### config.mk
export PLATFORM = sky130hd
export DESIGN_NAME = vga_timing_monitor
export DESIGN_NICKNAME = d
export VERILOG_FILES = /design/src/rtl/vga_pkg.sv /design/src/rtl/vga_edge_det.sv /design/src/rtl/vga_timing_monitor.sv
export SDC_FILE = /design/constraint.sdc
export NUM_CORES = 1
export LEC_CHECK = 0
export CAP_MARGIN = 10
export CORE_UTILIZATION = 40
export CTS_CLUSTER_SIZE = 20
export DETAILED_ROUTE_END_ITERATION = 7
export PLACE_DENSITY = 0.6
export SLEW_MARGIN = 20
export SYNTH_ARGS = -nofsm -noshare
export SYNTH_HDL_FRONTEND = slang
export SYNTH_HIERARCHICAL = 1
export SYNTH_SLANG_ARGS = --single-unit
### constraint.sdc
create_clock -name clk -period 11.5 [get_ports clk]
set_input_delay 1.15 -clock clk [delete_from_list [all_inputs] [get_ports clk]]
set_output_delay 1.15 -clock clk [all_outputs]
set_load 0.005 [all_outputs]
### src/rtl/vga_pkg.sv
// Shared 640x480 timing constants and the timing-monitor FSM encoding.
package vga_pkg;

  localparam int VGA_H_TOTAL = 800;
  localparam int VGA_V_TOTAL = 525;
  localparam int VGA_H_ACT   = 640;
  localparam int VGA_V_ACT   = 480;
  localparam int VGA_H_SYNC  = 96;
  localparam int VGA_H_BP    = 48;
  localparam int VGA_V_SYNC  = 2;
  localparam int VGA_V_BP    = 33;

  typedef logic [1:0] mon_state_t;
  localparam mon_state_t ST_SEARCH = 2'd0;
  localparam mon_state_t ST_TRAIN  = 2'd1;
  localparam mon_state_t ST_LOCKED = 2'd2;

  function automatic logic [9:0] sat_inc10(input logic [9:0] v);
    return (v == 10'h3FF) ? v : v + 10'd1;
  endfunction

endpackage

### src/rtl/vga_edge_det.sv
// Falling-edge detector on a signal sampled only when p_tick is high.
module vga_edge_det (
  input  logic clk,
  input  logic reset,
  input  logic p_tick,
  input  logic din,
  output logic fall
);

  logic prev_reg;

  // Idle-high previous sample so a line already low at reset release counts as a fall.
  always_ff @(posedge clk or posedge reset) begin
    if (reset) begin
      prev_reg <= 1'b1;
    end else if (p_tick) begin
      prev_reg <= din;
    end
  end

  assign fall = p_tick & prev_reg & ~din;

endmodule

### src/rtl/vga_timing_monitor.sv
// Recovers pixel position from a VGA sync stream, verifies its timing and
// accumulates a per-frame RGB checksum once the stream is locked.
module vga_timing_monitor
  import vga_pkg::*;
#(
  parameter int H_TOTAL = VGA_H_TOTAL,
  parameter int V_TOTAL = VGA_V_TOTAL,
  parameter int H_ACT   = VGA_H_ACT,
  parameter int V_ACT   = VGA_V_ACT,
  parameter int H_SYNC  = VGA_H_SYNC,
  parameter int H_BP    = VGA_H_BP,
  parameter int V_SYNC  = VGA_V_SYNC,
  parameter int V_BP    = VGA_V_BP
) (
  input  logic        clk,
  input  logic        reset,
  input  logic        p_tick,
  input  logic        hsync,
  input  logic        vsync,
  input  logic        video_on,
  input  logic [7:0]  red,
  input  logic [7:0]  green,
  input  logic [7:0]  blue,
  input  logic        err_clr,
  output logic        locked,
  output logic [9:0]  x,
  output logic [9:0]  y,
  output logic        pix_valid,
  output logic        frame_done,
  output logic [31:0] frame_sum,
  output logic        h_err,
  output logic        v_err,
  output logic        de_err
);

  localparam logic [9:0] H_LAST  = 10'(H_TOTAL - 1);
  localparam logic [9:0] V_LAST  = 10'(V_TOTAL - 1);
  localparam logic [9:0] H_START = 10'(H_SYNC + H_BP);
  localparam logic [9:0] V_START = 10'(V_SYNC + V_BP);
  localparam logic [9:0] H_ACT_W = 10'(H_ACT);
  localparam logic [9:0] V_ACT_W = 10'(V_ACT);

  logic        hs_fall, vs_fall;
  logic [9:0]  hcnt_reg, vcnt_reg, hcnt_next, vcnt_next;
  logic [9:0]  h_off, v_off, x_reg, y_reg;
  mon_state_t  state_reg, state_next;
  logic        in_lock, h_bad, v_bad, de_exp, pix_now, frame_ok, lose_lock;
  logic        h_set, v_set, de_set;
  logic        h_err_reg, v_err_reg, de_err_reg, pix_valid_reg, frame_done_reg;
  logic [9:0]  rgb_sum;
  logic [31:0] pix_sum, acc_reg, frame_sum_reg;

  vga_edge_det u_hs_edge (
    .clk    (clk),
    .reset  (reset),
    .p_tick (p_tick),
    .din    (hsync),
    .fall   (hs_fall)
  );

  vga_edge_det u_vs_edge (
    .clk    (clk),
    .reset  (reset),
    .p_tick (p_tick),
    .din    (vsync),
    .fall   (vs_fall)
  );

  // Position of the pixel being sampled on this tick.
  always_comb begin
    hcnt_next = hs_fall ? 10'd0 : sat_inc10(hcnt_reg);
    vcnt_next = vcnt_reg;
    if (vs_fall) begin
      vcnt_next = 10'd0;
    end else if (hs_fall) begin
      vcnt_next = vcnt_reg + 10'd1;
    end
  end

  assign h_off     = hcnt_next - H_START;
  assign v_off     = vcnt_next - V_START;
  assign de_exp    = (h_off < H_ACT_W) && (v_off < V_ACT_W);
  assign h_bad     = hs_fall && (hcnt_reg != H_LAST);
  assign v_bad     = vs_fall && (vcnt_reg != V_LAST);
  assign in_lock   = (state_reg == ST_LOCKED);
  assign lose_lock = in_lock && (h_bad || v_bad);
  assign frame_ok  = in_lock && vs_fall && !h_bad && !v_bad;
  assign pix_now   = p_tick && in_lock && de_exp;
  assign h_set     = in_lock && h_bad;
  assign v_set     = in_lock && v_bad;
  assign de_set    = p_tick && in_lock && (video_on != de_exp);
  assign rgb_sum   = {2'b00, red} + {2'b00, green} + {2'b00, blue};
  assign pix_sum   = 32'(rgb_sum);

  always_comb begin
    state_next = state_reg;
    case (state_reg)
      ST_SEARCH: if (vs_fall) state_next = ST_TRAIN;
      ST_TRAIN: begin
        if (h_bad || v_bad) state_next = ST_SEARCH;
        else if (vs_fall)   state_next = ST_LOCKED;
      end
      ST_LOCKED: if (h_bad || v_bad) state_next = ST_SEARCH;
      default:   state_next = ST_SEARCH;
    endcase
  end

  always_ff @(posedge clk or posedge reset) begin
    if (reset) begin
      state_reg      <= ST_SEARCH;
      hcnt_reg       <= '0;
      vcnt_reg       <= '0;
      x_reg          <= '0;
      y_reg          <= '0;
      acc_reg        <= '0;
      frame_sum_reg  <= '0;
      pix_valid_reg  <= 1'b0;
      frame_done_reg <= 1'b0;
      h_err_reg      <= 1'b0;
      v_err_reg      <= 1'b0;
      de_err_reg     <= 1'b0;
    end else begin
      pix_valid_reg  <= pix_now;
      frame_done_reg <= frame_ok;
      // A new error in the same cycle as err_clr survives the clear.
      h_err_reg      <= h_set  | (h_err_reg  & ~err_clr);
      v_err_reg      <= v_set  | (v_err_reg  & ~err_clr);
      de_err_reg     <= de_set | (de_err_reg & ~err_clr);
      if (p_tick) begin
        hcnt_reg  <= hcnt_next;
        vcnt_reg  <= vcnt_next;
        state_reg <= state_next;
        if (de_exp) begin
          x_reg <= h_off;
          y_reg <= v_off;
        end
        if (lose_lock || frame_ok) begin
          acc_reg <= '0;
        end else if (pix_now) begin
          acc_reg <= acc_reg + pix_sum;
        end
        if (frame_ok) begin
          frame_sum_reg <= acc_reg + (pix_now ? pix_sum : 32'd0);
        end
      end
    end
  end

  assign locked     = in_lock;
  assign x          = in_lock ? x_reg : 10'd0;
  assign y          = in_lock ? y_reg : 10'd0;
  assign pix_valid  = pix_valid_reg;
  assign frame_done = frame_done_reg;
  assign frame_sum  = frame_sum_reg;
  assign h_err      = h_err_reg;
  assign v_err      = v_err_reg;
  assign de_err     = de_err_reg;

endmodule

==> results of run 1 <==
## Yosys cell counts (6+ instances only)
library cell,count,area share [%]
a31o_2,7,0.82
nor2b_1,12,1.0
o21bai_1,6,0.61
fa_1,11,3.0
clkbuf_1,26,1.3
nand2_1,99,5.0
o21ai_0,69,4.6
buf_2,6,0.40
and3_1,16,1.3
mux2_2,24,3.6
nand4_1,14,1.2
dfrtp_1,111,37
and2_1,26,2.2
mux2i_1,14,1.9
xnor2_1,40,4.7
inv_1,35,1.8
a21o_1,9,0.91
nand3_1,12,0.81
nor3_1,18,1.2
a31oi_1,14,1.2
xor2_1,16,1.9
nor2_1,61,3.1
a21oi_1,29,2.0
and4_1,6,0.71
o31ai_1,9,0.91
ha_1,32,5.4
## power by group through the flow
stage                     sequential [uW]  clock [uW]  combinational [uW]
after global placement                448           0                 238
final                                 443         513                 240
after detailed placement              449           0                 241
after CTS                             442         522                 242
after floorplan                       434           0                 187
after global routing                  446         536                 269
## worst min-delay path, stage by stage (launching register included)
cell and delay [ps]:
dfrtp_1 340, nand2_1 40, o21ai_0 60
## cell usage in the layout, fill, tap and decap left out, types with 5 or more instances in the layout
master / synthesis / routed
a31o_2: 7 / 7
dfrtp_1: 111 / 111
a21o_1: 9 / 9
mux2i_1: 14 / 14
and4_1: 6 / 6
ha_1: 32 / 32
xnor2_1: 40 / 40
o21ai_0: 69 / 69
nor2b_1: 12 / 12
o41ai_1: 5 / 5
nand2_1: 99 / 99
clkdlybuf4s50_1: 0 / 88
mux2_2: 24 / 24
o21a_1: 5 / 5
o21bai_1: 6 / 6
clkbuf_8: 0 / 7
nor2_1: 61 / 61
nand3_1: 12 / 12
o31ai_1: 9 / 9
clkbuf_16: 0 / 17
nor3_1: 18 / 17
a21oi_1: 29 / 29
fa_1: 11 / 11
xor2_1: 16 / 16
and3_1: 16 / 16
buf_4: 3 / 8
inv_1: 35 / 34
a31oi_1: 14 / 14
and2_1: 26 / 26
nand4_1: 14 / 14
## worst max path at each step
stage	startpoint	endpoint	slack, ps	depth (start not counted)
global route	p_tick	frame_sum[22]$_DFFE_PP0P_	3820	20
finish	p_tick	frame_sum[22]$_DFFE_PP0P_	4290	20
global placement	p_tick	frame_sum[29]$_DFFE_PP0P_	3750	20
floorplan	hsync	frame_sum[22]$_DFFE_PP0P_	5570	23
CTS	p_tick	frame_sum[22]$_DFFE_PP0P_	4330	20
detailed placement	p_tick	frame_sum[22]$_DFFE_PP0P_	3900	20
## through the flow
stage               std cells  cell area, sq um  setup WS, ps  hold slack [ps]
CTS                      1130              9100          4330              481
floorplan                 812              7440          5570              444
global placement         1100              8510          3750              460
finish                   1130              9100          4290              473
detailed placement       1100              8520          3900              464
global route             1130              9100          3820              505
## logic make-up after synthesis
kind of cell | after synthesis | share of synthesized area, %
simple gates | 296 | 20.0
compound gates | 190 | 16.9
flops | 113 | 38.0
buf+inv | 73 | 4.04
xor+xnor | 56 | 6.59
fa+ha+maj | 43 | 8.34
mux | 41 | 6.07
## layer usage
metal,up-vias,GRT usage [%],share of wire [%],wire length (um)
li1,3045,-,-,-
met1,2912,27.8,49,8850
met2,168,30.7,44,7940
met3,22,3.19,4.2,752
met4,0,7.98,2.0,352
met5,-,0,0,0
## area by class of cell
class	count	area (sq um)
clock buffers	25	526
clock inverters	5	50.0
fillers	1678	8990
inverters	36	138
multi-input cells	626	4330
flip-flops and latches	113	2830
well taps	229	287
repair buffers	96	941
==> out/qor.csv, run 1 <==
stage;metric;value;unit
run_status;status;finished with violations;
run_status;failed_checks;design-rule violations;
synth;synthCells;812;
worst_setup_path;crit_type;input port to flip-flop;
final_layout;antenna_cells;0;
hold_path;hold_start;frame_sum[23]$_DFFE_PP0P_;
drt;dr.pass1.iters;7;
die;fp.dieH;138;um
pwr;switching_power;343;uW
worst_setup_path;endpoint_kind;flip-flop;
worst_setup_path;cp_num_buf_inv;2;
placed_design;port_buffers;88;
timing;tightest_slew;947;ps
worst_setup_path;r2r_setup_slack;5010;ps
cts;clk_latency;430;ps
cts;cts.htree.levels;4;
synth;synth-edff-count;0;
synth;syn_area_per_cell;9.16;sq um
timing;setup_viol;0;
worst_setup_path;cp_data_arrival_time;7480;ps
hold_path;min_to;frame_sum[23]$_DFFE_PP0P_;
timing;clock-skew-final;7.53;ps
timing;finalMaxSlewViolations;0;
die;dieArea;0.0191;sq mm
pwr;pwr-share-seq;37.0;%
worst_setup_path;timing.rr.start;hcnt_reg[0]$_DFFE_PP0P_;
timing;relSlewSlack;36.8;%
pwr;powerDensity;131;mW/mm^2
drt;drt_iter0_drc;473;
timing;fmax;139;MHz
timing;min_period;7210;ps
cts;root_buffer;clkbuf_16;
timing;rsz0062_at_grt;false;
cts;post_cts.repair.setup_buffers;0;
worst_setup_path;reg2reg_depth;21;
cts;cts_hold_buffers;0;
timing;period_share;62.7;%
timing;tns;0;ps
cts;clk_path_buf_depth;2;
global_route;grt_start_max_net_pins;63;
worst_setup_path;crit_fanout;29;
global_route;antenna_found_initial;0;
drt;drc;10;
final_layout;fin_util;50.3;%
pwr;leakage;0.00401;uW
synth;yosysWarnings;6;
pwr;swShare;28.6;%
final_layout;syn2layout_area_growth;22.3;%
cts;post_cts_resized;0;
synth;syn_nets;886;
placed_design;gp_congestion;0.878;
run;maxCapViolations;0;
drt;viasPerCell;5.44;
worst_setup_path;cpPeakStageDelay;630;ps
cts;cts_buffers;17;
synth;synth_cell_type_count;75;
drt;ant_nets;0;
die;design.core.area;0.0181;sq mm
cts;cts.clk_slew.worst_paths;50;ps
worst_setup_path;worstPathRequired;11780;ps
hold_path;holdPathStages;2;
timing;finalHoldViolCount;0;
final_layout;layout-drive-gt1-share;10.1;%
global_route;grt_pass1_wl;30500;um
synth;ys_seq_elements;113;
synth;synthArstFlopShare;100;%
drt;wl;17900;um
die;core.rowCount;49;
global_route;overflow;0;
final_layout;nNetsFinal;964;
worst_setup_path;path_cells;clkdlybuf4s50_1, buf_4, and3b_2, nand4_1, nor3_1, mux2i_1, and3_1, a21oi_1, o221a_2, and3_1, ha_1, fa_1, a21o_1, a21oi_1, o21bai_1, a2111oi_0, o31a_1, nand3b_1, xor2_1, o21ai_0;
pwr;clockPowerShare;42.9;%
synth;ys_seq_area_share;38.0;%
worst_setup_path;startpoint_type;input port;
cts;cts_tree;done;
cts;numClockSinks;113;
die;initial_core_util;41.1;%
worst_setup_path;reg2reg_to;frame_sum[29]$_DFFE_PP0P_;
placed_design;hpwl;12400;um
drt;wl_per_cell;15.8;um
die;io_pins;89;
global_route;grt_use_total;19.9;%
pwr;comb_power_share;20.1;%
pwr;power;1200;uW
die;die_x;138;um
synth;synth_area;0.00744;sq mm
synth;synthFlopType;dfrtp_1;
drt;vias;6147;
pwr;irDropWorstVdd;105;uV
worst_setup_path;timing.critical_path.slowest_stage_cell;o31a_1;
pwr;p_int;853;uW
hold_path;hold_path_class;flip-flop to flip-flop;
global_route;grt_pass1_vias;5951;
worst_setup_path;cp_top_family;compound AO/OA/AOI/OAI gates;
Power figures use the tool's default switching activity.
==> run 2, diff against run 1 <==
==> constraint.sdc (replaced) <==
create_clock -name clk -period 7 [get_ports clk]
set_input_delay 0.7 -clock clk [delete_from_list [all_inputs] [get_ports clk]]
set_output_delay 0.7 -clock clk [all_outputs]
set_load 0.005 [all_outputs]
==> out/qor.csv, run 2 (same netlist as run 1, synthesis figures left out) <==
stage;metric;value;unit;change
run_status;status;finished with violations;;unchanged
run_status;failed_checks;design-rule violations;;unchanged
final_layout;nNetsFinal;965;;was 964
placed_design;hpwl;12700;um;was 12400 um
pwr;powerDensity;223;mW/mm^2;was 131 mW/mm^2
final_layout;layout-drive-gt1-share;10.1;%;about the same
cts;cts.htree.levels;4;;unchanged
die;io_pins;89;;unchanged
cts;cts_tree;done;;unchanged
global_route;grt_use_total;19.9;%;about the same
global_route;grt_pass1_wl;30400;um;was 30500 um
worst_setup_path;crit_type;flip-flop to flip-flop;;was input port to flip-flop
pwr;irDropWorstVdd;193;uV;was 105 uV
run;maxCapViolations;0;;unchanged
final_layout;final_cell_mix;dfrtp_1 (111), nand2_1 (99), clkdlybuf4s50_1 (88), o21ai_0 (69), nor2_1 (61);;unchanged
final_layout;layout_commonest_cell;dfrtp_1;;unchanged
drt;wl;18300;um;was 17900 um
worst_setup_path;cp_data_arrival_time;6550;ps;was 7480 ps
global_route;antenna_found_initial;0;;unchanged
die;design.core.area;0.0181;sq mm;unchanged
cts;cts_buffers;17;;unchanged
cts;post_cts_resized;0;;unchanged
timing;tns;0;ps;unchanged
placed_design;port_buffers;88;;unchanged
global_route;overflow;0;;unchanged
drt;vias;6172;;was 6147
worst_setup_path;crit_fanout;22;;was 29
hold_path;hold_path_class;flip-flop to flip-flop;;unchanged
drt;viasPerCell;5.45;;was 5.44
die;die_x;138;um;unchanged
timing;finalHoldViolCount;0;;unchanged
die;fp.dieH;138;um;unchanged
drt;wl_per_cell;16.1;um;was 15.8 um
pwr;leakage;0.00401;uW;about the same
timing;finalMaxSlewViolations;0;;unchanged
timing;fmax;159;MHz;
pwr;power;2040;uW;was 1200 uW
final_layout;multi_input_comb_area;0.00433;sq mm;about the same
cts;numClockSinks;113;;unchanged
worst_setup_path;startpoint_type;flip-flop;;was input port
die;dieArea;0.0191;sq mm;unchanged
timing;period_share;89.7;%;
final_layout;syn2layout_area_growth;23.1;%;was 22.3%
global_route;grt_pass1_vias;5823;;was 5951
final_layout;antenna_cells;0;;unchanged
timing;whs;474;ps;was 473 ps
final_layout;fillCellCount;1651;;was 1678
timing;min_period;6280;ps;
final_layout;ff_latch_area;0.00283;sq mm;unchanged
timing;setup_viol;0;;unchanged
drt;dr.pass1.iters;8;;was 7
cts;cts_hold_buffers;0;;unchanged
timing;rsz0062_at_grt;false;;unchanged
final_layout;fin_util;50.6;%;was 50.3%
die;initial_core_util;41.1;%;unchanged
die;core.rowCount;49;;unchanged
cts;cts.clk_slew.worst_paths;50;ps;about the same
worst_setup_path;endpoint_kind;flip-flop;;unchanged
cts;root_buffer;clkbuf_16;;unchanged
cts;post_cts.repair.setup_buffers;0;;unchanged
cts;clk_path_buf_depth;2;;unchanged
drt;drc;10;;unchanged
global_route;grt_start_max_net_pins;69;;was 63
timing;tightest_slew;1130;ps;was 947 ps
cts;clk_latency;420;ps;was 430 ps
drt;ant_nets;0;;unchanged
drt;drt_iter0_drc;458;;was 473
timing;clock-skew-final;11.2;ps;was 7.53 ps
timing;relSlewSlack;25.0;%;was 36.8%
placed_design;gp_congestion;0.885;;was 0.878
worst_setup_path;worstPathRequired;7280;ps;was 11780 ps
-- run 2: cell count changes in the layout (fill, tap and decap cells not counted) --
cell        delta
clkbuf_1       +2
bufinv_16      +3
clkinvlp_4     +3
a2111oi_2      -1
a41oi_2        -1
a2111oi_4      +1
buf_4          +1
clkinv_2       -1
clkbuf_8       -5
a41oi_1        +1
-- run 2: power breakdown --
part | switching [uW] | internal [uW] | leakage, uW
Sequential | 44.8 | 682 | 0.00155
Clock | 310 | 612 | 0.000296
Combinational | 223 | 173 | 0.00217
Total | 578 | 1470 | 0.00401
-- run 2: final timing paths --
check / cells past startpoint / slack (ps) / to / startpoint
max in group asynchronous: 3 / 5020 / acc_reg[25]$_DFFE_PP0P_ / reset
worst min register to register: 2 / 470 / frame_sum[20]$_DFFE_PP0P_ / frame_sum[20]$_DFFE_PP0P_
worst min-delay path: 2 / 470 / frame_sum[20]$_DFFE_PP0P_ / frame_sum[20]$_DFFE_PP0P_
min in group asynchronous: 2 / 700 / u_hs_edge/prev_reg$_DFFE_PP1P_ / reset
worst max register to register: 20 / 720 / frame_sum[22]$_DFFE_PP0P_ / hcnt_reg[0]$_DFFE_PP0P_
worst max-delay path: 20 / 720 / frame_sum[22]$_DFFE_PP0P_ / hcnt_reg[0]$_DFFE_PP0P_
-- run 2: per-layer routing --
metal | track usage (%) | part of all wire, % | vias up
met5 | 0 | 0 | -
met4 | 6.56 | 1.3 | 0
met3 | 3.64 | 3.8 | 25
met2 | 30.7 | 45 | 163
met1 | 28.1 | 50 | 2933
li1 | - | - | 3051
-- run 2: layout make-up --
type,count,share of cell area [%]
tap,229,3.13
clock buffer,22,5.07
timing repair buffer,97,10.4
clock inverter,10,1.72
inverter,36,1.50
multi-input combinational,626,47.3
sequential,113,30.9
-- run 2: worst max-delay path: stages (launching register included) --
cell and delay [ps]:
dfrtp_1 470, ha_1 350, and4_1 340, nand3_2 260
a211oi_2 420, inv_1 90, ha_1 240, o21a_1 120
or4_1 440, a22oi_2 330, o221a_2 300, buf_4 300
and3_1 210, ha_1 270, a21oi_1 220, o21bai_1 110
a2111oi_0 600, o31a_1 630, nand3b_1 200, xor2_1 150
o21ai_0 80
-- run 2: through the flow --
step / instance area [sq um] / std cells / setup WS [ps]
4_1_cts: 9160 / 1133 / 817
3_5_place_dp: 8530 / 1101 / 535
6_report: 9160 / 1133 / 724
2_1_floorplan: 7440 / 812 / 1520
5_1_grt: 9160 / 1133 / 195
3_3_place_gp: 8530 / 1101 / 650
==> run 3, diff against run 2 <==
--- a/config.mk
+++ b/config.mk
@@ -9,6 +9,7 @@
 export CORE_UTILIZATION = 40
 export CTS_CLUSTER_SIZE = 20
 export DETAILED_ROUTE_END_ITERATION = 7
+export GPL_TIMING_DRIVEN = 0
 export PLACE_DENSITY = 0.6
 export SLEW_MARGIN = 20
 export SYNTH_ARGS = -nofsm -noshare
==> out/qor.csv, run 3 (same netlist as run 1, synthesis figures left out) <==
stage;metric;value;unit;change
run_status;status;finished with violations;;unchanged
run_status;failed_checks;design-rule violations;;unchanged
worst_setup_path;reg2reg_depth;22;;was 20
drt;dr.pass1.iters;6;;was 8
placed_design;port_buffers;88;;unchanged
worst_setup_path;timing.rr.start;hcnt_reg[0]$_DFFE_PP0P_;;unchanged
hold_path;hold_path_class;flip-flop to flip-flop;;unchanged
worst_setup_path;startpoint_type;input port;;was flip-flop
global_route;grt_start_max_net_pins;76;;was 69
die;io_pins;89;;unchanged
drt;vias;6356;;was 6172
worst_setup_path;crit_type;input port to flip-flop;;was flip-flop to flip-flop
die;design.core.area;0.0181;sq mm;unchanged
final_layout;antenna_cells;0;;unchanged
timing;rsz0062_at_grt;false;;unchanged
die;dieArea;0.0191;sq mm;unchanged
placed_design;place_area;0.00864;sq mm;was 0.00853 sq mm
placed_design;hpwl;13800;um;was 12700 um
timing;period_share;93.6;%;was 89.7%
cts;cts.htree.levels;4;;unchanged
timing;clock-skew-final;9.43;ps;was 11.2 ps
timing;tightest_slew;1050;ps;was 1130 ps
pwr;powerDensity;224;mW/mm^2;was 223 mW/mm^2
drt;ant_nets;0;;unchanged
cts;root_buffer;clkbuf_16;;unchanged
final_layout;fillCellCount;1733;;was 1651
cts;cts_tree;done;;unchanged
cts;clk_path_buf_depth;2;;unchanged
worst_setup_path;r2r_setup_slack;560;ps;was 720 ps
timing;whs;477;ps;was 474 ps
drt;drc;10;;unchanged
drt;viasPerCell;5.47;;was 5.45
global_route;antenna_found_initial;0;;unchanged
final_layout;final_cell_mix;dfrtp_1 (111), nand2_1 (99), clkdlybuf4s50_1 (88), o21ai_0 (69), nor2_1 (61);;unchanged
final_layout;multi_input_comb_area;0.00431;sq mm;was 0.00433 sq mm
global_route;grt_pass1_vias;6040;;was 5823
worst_setup_path;crit_fanout;10;;was 22
die;core.rowCount;49;;unchanged
pwr;leakage;0.00408;uW;was 0.00401 uW
worst_setup_path;startpoint;p_tick;;was hcnt_reg[0]$_DFFE_PP0P_
pwr;irDropWorstVdd;183;uV;was 193 uV
timing;finalHoldViolCount;0;;unchanged
worst_setup_path;cp_data_arrival_time;6840;ps;was 6550 ps
drt;drt_iter0_drc;372;;was 458
cts;cts_buffers;17;;unchanged
timing;fmax;153;MHz;was 159 MHz
cts;numClockSinks;113;;unchanged
cts;post_cts.repair.setup_buffers;0;;unchanged
run;maxCapViolations;0;;unchanged
drt;wl_per_cell;16.6;um;was 16.1 um
worst_setup_path;endpoint_kind;flip-flop;;unchanged
die;die_x;138;um;unchanged
worst_setup_path;endpoint;frame_sum[30]$_DFFE_PP0P_;;was frame_sum[22]$_DFFE_PP0P_
final_layout;layout-drive-gt1-share;10.2;%;was 10.1%
cts;cts.clk_slew.worst_paths;50;ps;about the same
timing;finalMaxSlewViolations;0;;unchanged
cts;clk_latency;430;ps;was 420 ps
hold_path;hold_start;frame_sum[27]$_DFFE_PP0P_;;was frame_sum[20]$_DFFE_PP0P_
final_layout;syn2layout_area_growth;24.8;%;was 23.1%
global_route;grt_pass1_wl;31800;um;was 30400 um
placed_design;gp_congestion;0.903;;was 0.885
final_layout;final_area;0.00928;sq mm;was 0.00916 sq mm
final_layout;ff_latch_area;0.00283;sq mm;unchanged
timing;min_period;6550;ps;was 6280 ps
worst_setup_path;worstPathRequired;7280;ps;about the same
global_route;overflow;0;;unchanged
drt;wl;19300;um;was 18300 um
worst_setup_path;reg2reg_to;frame_sum[27]$_DFFE_PP0P_;;was frame_sum[22]$_DFFE_PP0P_
timing;relSlewSlack;29.5;%;was 25.0%
global_route;grt_use_total;21.2;%;was 19.9%
die;fp.dieH;138;um;unchanged
final_layout;layout_commonest_cell;dfrtp_1;;unchanged
die;initial_core_util;41.1;%;unchanged
final_layout;nNetsFinal;994;;was 965
timing;setup_viol;0;;unchanged
==> run 3: changes by cell type in the layout (fill, tap and decap cells not counted), sizes merged <==
cell and delta:
clkinvlp -1, clkbuf +27, clkinv +1, buf +2
==> run 3: critical path: stages <==
cell and delay (ps):
clkdlybuf4s50_1 580, and3b_2 310, buf_2 270, clkbuf_2 310, xnor2_1 150, nor2_1 90, ha_1 270, nor2_1 270
and4_1 250, o211ai_1 160, o221a_2 240, clkbuf_1 260, and3_1 260, ha_1 210, fa_1 400, a21o_1 170
a21oi_1 200, o21bai_1 120, a2111oi_1 560, o31a_1 310, clkbuf_2 310, nor2_1 90, xnor2_1 230, o21ai_0 100
==> run 3: cell type report <==
| type | instances | area share [%] |
|---|---|---|
| Timing Repair Buffer | 89 | 9.79 |
| Clock buffer | 22 | 5.22 |
| Inverter | 36 | 1.51 |
| Buffer | 37 | 1.81 |
| Multi-Input combinational cell | 626 | 46.4 |
| Sequential cell | 113 | 30.5 |
| Clock inverter | 10 | 1.67 |
| Tap cell | 229 | 3.09 |
==> run 3: worst min path at each step <==
| stage | to | slack (ps) | cells past startpoint |
|---|---|---|---|
| 2_1_floorplan | y_reg[9]$_DFFE_PP0P_ | 440 | 1 |
| 3_3_place_gp | y_reg[9]$_DFFE_PP0P_ | 460 | 1 |
| 3_5_place_dp | y_reg[9]$_DFFE_PP0P_ | 470 | 1 |
| 4_1_cts | y_reg[9]$_DFFE_PP0P_ | 480 | 1 |
| 5_1_grt | frame_sum[14]$_DFFE_PP0P_ | 500 | 2 |
| 6_report | frame_sum[27]$_DFFE_PP0P_ | 480 | 2 |
==> run 3: timing repair <==
action / in CTS / in global routing
endpoints found under the setup margin: 1 / 18
endpoints found under the hold margin: 0 / 0
gates resized for setup: 1 / 2
gates cloned: 0 / 0
hold buffers: 0 / 0
==> run 3: power by group <==
| group | switching [uW] | internal, uW | leakage, uW |
|---|---|---|---|
| combinational | 238 | 181 | 0.00222 |
| clock | 318 | 630 | 0.000312 |
| sequential | 28.6 | 682 | 0.00155 |
==> run 3: per-stage QoR <==
step	utilization, %	cells	setup slack [ps]	total power (uW)	TNS [ps]
final	51.3	1162	446	2080	0
after floorplan	-	812	1520	1020	0
after CTS	51.3	1162	205	2090	0
after global placement	47.6	1129	-471	1130	-4030
after global routing	51.3	1162	59.5	2180	0
after detailed placement	47.8	1130	-443	1140	-3840
==> run 3: metal layers <==
metal / global-route usage [%] / part of all wire, % / wire length [um]
met5: 0 / 0 / 0
met4: 7.69 / 1.4 / 276
met2: 32.4 / 45 / 8730
met3: 3.71 / 4.0 / 775
met1: 30.1 / 49 / 9500
